$ cat config.mk
export PLATFORM = sky130hd
export DESIGN_NAME = rgb_encoder
export DESIGN_NICKNAME = d
export VERILOG_FILES = /design/src/rtl/rgb_encoder.sv
export SDC_FILE = /design/constraint.sdc
export NUM_CORES = 1
export LEC_CHECK = 0
export BUFFER_PORTS_ARGS = -buffer_cell sky130_fd_sc_hd__buf_2
export CORE_UTILIZATION = 40
export CTS_CLUSTER_DIAMETER = 30
export DETAILED_ROUTE_END_ITERATION = 8
export PLACE_DENSITY_LB_ADDON = 0.25
export SYNTH_ARGS = -nofsm -noshare
export SYNTH_HDL_FRONTEND = slang
export SYNTH_SLANG_ARGS = --single-unit
$ cat constraint.sdc
create_clock -name clk -period 2.2 [get_ports clk]
set_clock_uncertainty 0.1 [all_clocks]
set_input_delay 0.11 -clock clk [delete_from_list [all_inputs] [get_ports clk]]
set_output_delay 0.11 -clock clk [all_outputs]
set_load 0.01 [all_outputs]
$ cat src/rtl/rgb_encoder.sv
// Thresholds a 24-bit RGB pixel into a 3-bit colour plus an exact flag.
// Results pass through a 2-entry output FIFO, and a saturating counter tracks inexact pixels.
//
// state | meaning
// EMPTY | no buffered entry, out_valid=0, head keeps the last value
// ONE   | head entry valid, tail free
// FULL  | head and tail valid, in_ready=0
module rgb_encoder #(
   parameter logic [7:0] THRESH = 8'h80
) (
   input  logic        clk,
   input  logic        rst,
   input  logic        enable,
   input  logic [23:0] rgb_in,
   input  logic        in_valid,
   output logic        in_ready,
   output logic [2:0]  colour,
   output logic        exact,
   output logic        out_valid,
   input  logic        out_ready,
   output logic [15:0] inexact_count
);

   typedef enum logic [1:0] {
      EMPTY = 2'd0,
      ONE   = 2'd1,
      FULL  = 2'd2
   } occ_t;

   occ_t        state_q, state_d;
   logic [3:0]  enc;
   logic [3:0]  head_q, head_d;
   logic [3:0]  tail_q, tail_d;
   logic        push, pop;
   logic [7:0]  ch_r, ch_g, ch_b;
   logic        ex_r, ex_g, ex_b;

   assign ch_r = rgb_in[23:16];
   assign ch_g = rgb_in[15:8];
   assign ch_b = rgb_in[7:0];

   assign ex_r = (ch_r == 8'h00) || (ch_r == 8'hFF);
   assign ex_g = (ch_g == 8'h00) || (ch_g == 8'hFF);
   assign ex_b = (ch_b == 8'h00) || (ch_b == 8'hFF);

   // Entry layout is {colour[2:0], exact}.
   assign enc = {(ch_r >= THRESH), (ch_g >= THRESH), (ch_b >= THRESH), (ex_r & ex_g & ex_b)};

   assign in_ready  = enable & ~rst & (state_q != FULL);
   assign push      = in_valid & in_ready;
   assign out_valid = (state_q != EMPTY);
   assign pop       = out_valid & out_ready;

   assign colour = head_q[3:1];
   assign exact  = head_q[0];

   always_ff @(posedge clk) begin
      if (rst) begin
         state_q       <= EMPTY;
         head_q        <= 4'b0000;
         tail_q        <= 4'b0000;
         inexact_count <= 16'h0000;
      end else begin
         state_q <= state_d;
         head_q  <= head_d;
         tail_q  <= tail_d;
         if (push && !enc[0] && (inexact_count != 16'hFFFF)) begin
            inexact_count <= inexact_count + 16'd1;
         end
      end
   end

   // Popping to EMPTY leaves head_q untouched so colour/exact hold their last value.
   always_comb begin
      state_d = state_q;
      head_d  = head_q;
      tail_d  = tail_q;
      case (state_q)
         EMPTY: begin
            if (push) begin
               head_d  = enc;
               state_d = ONE;
            end
         end
         ONE: begin
            if (push && pop) begin
               head_d = enc;
            end else if (push) begin
               tail_d  = enc;
               state_d = FULL;
            end else if (pop) begin
               state_d = EMPTY;
            end
         end
         FULL: begin
            if (pop) begin
               head_d  = tail_q;
               state_d = ONE;
            end
         end
         default: begin
            state_d = EMPTY;
         end
      endcase
   end

endmodule

# --- After elaboration in Yosys (flattened, before gate mapping) ---
# Cells that the tools add are included.
totals:
  ff_bits: 26
  latch_bits: 0
  ramBits: 0
  romBits: 0
  input_bits: 29
  out_inout_bits: 22
  elab_cells: 54
  n_memories: 0
classes:
  n_addsub: 1
  mul: 0
  div_mod_pow: 0
  order_cmp: 3
  eq_ne: 12
  shift: 0
  muxes: 10
  bitwise: 8
  reduce_logical: 16
op_table:
  columns: ["operator", "count"]
  rows:
  - ["8-bit == test (second input constant)", 3]
  - ["8-bit greater-or-equal comparator (second input constant)", 3]
  - ["8-bit logical NOT", 3]
  - ["16-bit by 1-bit adder with 16-bit output (second input constant)", 1]
  - ["16-bit inequality test (second input constant)", 1]
  - ["4-bit 2-to-1 mux", 3]
  - ["4-bit one-hot mux with 3 select lines", 1]
  - ["2-bit 2-to-1 mux", 5]
  - ["2-bit inequality test (second input constant)", 5]
  - ["4-bit AND reduction", 2]
  - ["1-bit AND", 6]
  - ["2-bit one-hot mux with 3 select lines", 1]
  - ["1-bit logical AND", 3]
  - ["1-bit logical OR", 3]
  - ["3-bit inequality test (second input constant)", 1]
  - ["3-bit AND reduction", 1]
  - ["3-bit nonzero test", 1]
  - ["2-bit by 1-bit == test with 1-bit output (second input constant)", 1]
  - ["2-bit == test (second input constant)", 1]
  - ["2-bit logical NOT", 1]
  - ["1-bit inverter", 2]
  - ["2-bit nonzero test", 1]
  - ["1-bit logical NOT", 1]

# --- Depth between registers and ports, before layout ---
logic_depth:
  depth_word: 7
  depth_mapped: 8
  mapped_depth_nobuf: 6

# --- Worst setup path after synthesis ---
# Ideal clock, no wire load.
synth_path:
  kind: "register to register"
  from: "register inexact_count[0]"
  to: "register inexact_count[6]"
  setup_ns: 0.121
  t_arrival_ns: 1.762
  required_time_ns: 1.979
  setup_slack_ns: 0.217
  path_stages_with_launch: 7
  path_buffers: 0
  synth_period_minus_slack_ns: 1.983
  cell_sequence: "dfxtp_1 -> ha_1 -> nand4_1 -> or4b_4 -> nand2_1 -> nor4_1 -> mux2_2"
synth_via:
  elab_chain_len: 2
  word_cells_on_any_way: 3
  cone_classes: "1 x add/sub; 1 x eq/ne; 1 x reduce/logical"
synth_rtl:
  columns: ["element", "line", "text"]
  rows:
  - ["start, declared", "21", "output logic [15:0] inexact_count"]
  - ["start signal, assigned", "68", "inexact_count <= inexact_count + 16'd1;"]
  - ["parallel branches: the longest is 2 deep, another holds 16-bit by 1-bit adder with 16-bit output", null, null]
# Several ways; the timed one is not identified.
# A chain may end at the register's enable or synchronous reset.

# --- Worst setup path after layout ---
layout_path:
  from: "register inexact_count[0]"
  to: "register inexact_count[3]"
# The elaborated chain is that of the path after synthesis.

==> flow_summary.toml <==
[status]
status = "complete, no violations"

[grt]
grt_start_max_net_pins = 32
antenna_found_initial = 0
track_usage_pct = 17.6
first_global_vias = 1190
gr-total-overflow = 0
grt_first_pass_wirelength_mm = 5.10

[synthesis]
yosysSeqAreaShare_pct = 36.6
yosysTopAreaCell = "dfxtp_1"
yosysTopAreaCellShare_pct = 36.6
synth_cells = 170
synth.area.top_cells = "dfxtp_1 (37%), mux2i_1 (6.3%), nand4_1 (6.2%)"
mappedNetlistArea_um2 = 1420
yosysWarningCount = 0
synthFlopType = "dfxtp_1"
synth_async_sr_flop_share_pct = 0
synth_edf_count = 0
syn-num-nets = 200
netlist-cell-type-count = 39
avgSynthCellArea_um2 = 8.36
ys_seq_elements = 26

[clocking]
cts_num_sinks = 26
h-tree-depth = 1
cts-root-buf = "clkbuf_4"
cts_tree = "built"
cts_buffer_depth = 2
cts.clk_slew.worst_paths_ns = 0.14
cts-buffers-inserted = 3
clock_latency_ns = 0.32
cts_setup_buffers = 0

[sta]
rsz0062_at_grt = "no"
fin_crit_ns = 2.05
max_freq_mhz = 487
whs_ns = 0.0699
setup_viol = 0
fin_crit_sh_pct = 93.2
slew_violations = 0
slew_headroom_pct = 62.9
setup_ws_ns = 0.149
setup_tns_ns = 0
worst_slew_pin_slew_ns = 0.553
hold_violations = 0

[place]
dp_hpwl_mm = 2.45
io_buffers = 50
dp_slack_ns = 0.129
gp_congestion = 0.765
dp_cells = 265

[critical_path]
worstRegToRegCells = 7
cp_data_required_time_ns = 2.34
cp_max_fo = 10
crit_cells = 7
critPathCaptureType = "flop"
ff2ff_setup_slack_ns = 0.15
path_cells = "ha_1 > nand4_1 > or4b_4 > nand2_2 > buf_4 > o311ai_0 > o41ai_1"
worst-endpoint-arrival_ns = 2.19
rr_startpoint = "inexact_count[0]"
cpLargestDelayFamily = "simple AND/OR/NAND/NOR gates"
crit_path_max_incr_delay_ns = 0.57
cp_slowest_cell = "or4b_4"
cp-start-kind = "flop"
worst-path-buf-inv = 1
crit_type = "flop to flop"
worstReg2RegEnd = "inexact_count[3]"

[route]
wirelength_mm = 3.27
ant_nets = 0
vias_per_cell = 5.38
routedWlPerCell_um = 12.0
dr.pass1.iters = 4
drc = 0
drtIter0Drc = 72
vias = 1463

[cells_and_area]
layout_common_cells = "buf_2 (50), dfxtp_1 (26), nor2_1 (18)"
layout.cells.non_filler = 272
syn2layout_area_growth_pct = 26.8
layout_commonest_cell = "buf_2"
postLayoutCoreUtil_pct = 53.6
drive_gt1_share_pct = 31.4
diodes = 0
final_nets = 258
nFillCells = 353

[power]
p_per_area_nw_per_um2 = 439
p_leak_nw = 0.754
vdd_drop_max_mv = 0.352

[floorplanning]
coreArea_um2 = 3360
start_util_pct = 42.3
die-area_um2 = 3800
ios = 51
fp-row-count = 21
die_w_um = 61.6
die_y_um = 61.6

[worst_hold_path]
worstHoldStart = "rst"
hold_end = "inexact_count[10]"
hold_path_depth = 3
hp-class = "input port to flop"

[job]
maxCapViolCount = 0
==> registers in the layout (all words and copies together) (netlist names) <==
register and flops:
state_q 2, tail_q 4, head_q 4, inexact_count 16
==> how the worst max path moves through the flow <==
stage | startpoint | endpoint | slack, ns
after CTS | inexact_count[0] | inexact_count[3] | 0.09
after global routing | inexact_count[0] | inexact_count[0] | 0.002
after detailed placement | inexact_count[0] | inexact_count[3] | 0.13
final | inexact_count[0] | inexact_count[3] | 0.15
after floorplan | inexact_count[0] | inexact_count[6] | 0.22
after global placement | inexact_count[0] | inexact_count[15] | 0.18
==> layer usage <==
layer	track usage (%)	up-vias	share of wire, %	wire (um)
met5	0	-	0	0
met4	1.90	0	0.40	13
met3	3.99	2	3.6	116
met2	29.5	21	48	1550
met1	23.9	673	48	1580
li1	-	767	-	-
==> timing repair <==
action | in CTS | in global routing
hold buffers | 4 | 0
setup endpoints to repair | 0 | 5
endpoints found under the hold margin | 4 | 0
gates resized for setup | 0 | 1
==> Yosys cell counts (all sizes together) (4+ instances only) <==
cell and number:
inv 5, buf 6, o21ai 9, nand4 14
mux2i 9, nor4 9, nor2 18, nand2 10
a211oi 4, o41ai 4, or3 6, nand3 6
dfxtp 26, a21oi 9, o311ai 4, or2 4
==> worst reg2reg max path: stages, from the launching register on <==
cell	delay, ns
dfxtp_1	0.43
ha_1	0.22
nand4_1	0.13
or4b_4	0.57
nand2_2	0.14
buf_4	0.17
o311ai_0	0.13
o41ai_1	0.08
==> stage by stage <==
step                      total power [mW]  instance area (um^2)
after CTS                            0.794                  1800
after global placement               0.586                  1740
after detailed placement             0.588                  1740
after global routing                 0.820                  1800
final                                0.790                  1800
after floorplan                      0.537                  1420
==> area by class of cell <==
type | instances | area [um^2] | area share (%)
clock buffers | 3 | 22.5 | 1.25
inverters | 5 | 18.8 | 1.04
multi-input cells | 130 | 832 | 46.2
flip-flops and latches | 26 | 520 | 28.9
well taps | 46 | 57.6 | 3.19
repair buffers | 62 | 350 | 19.4
==> where the power goes <==
part | internal (mW) | switching (mW) | leakage (nW)
Combinational | 0.0479 | 0.0506 | 0.530
Sequential | 0.479 | 0.00505 | 0.210
Clock | 0.0643 | 0.143 | 0.0138
==> logic make-up after synthesis <==
logic type                 synth area share (%)
and+or+nand+nor                            31.4
AOI/OAI and AO/OA                          17.3
DFF                                        36.6
buffers and inverters                      5.02
muxes                                      8.71
adders and majority gates                 0.880
Note: power is estimated with default switching activity, not from simulation.
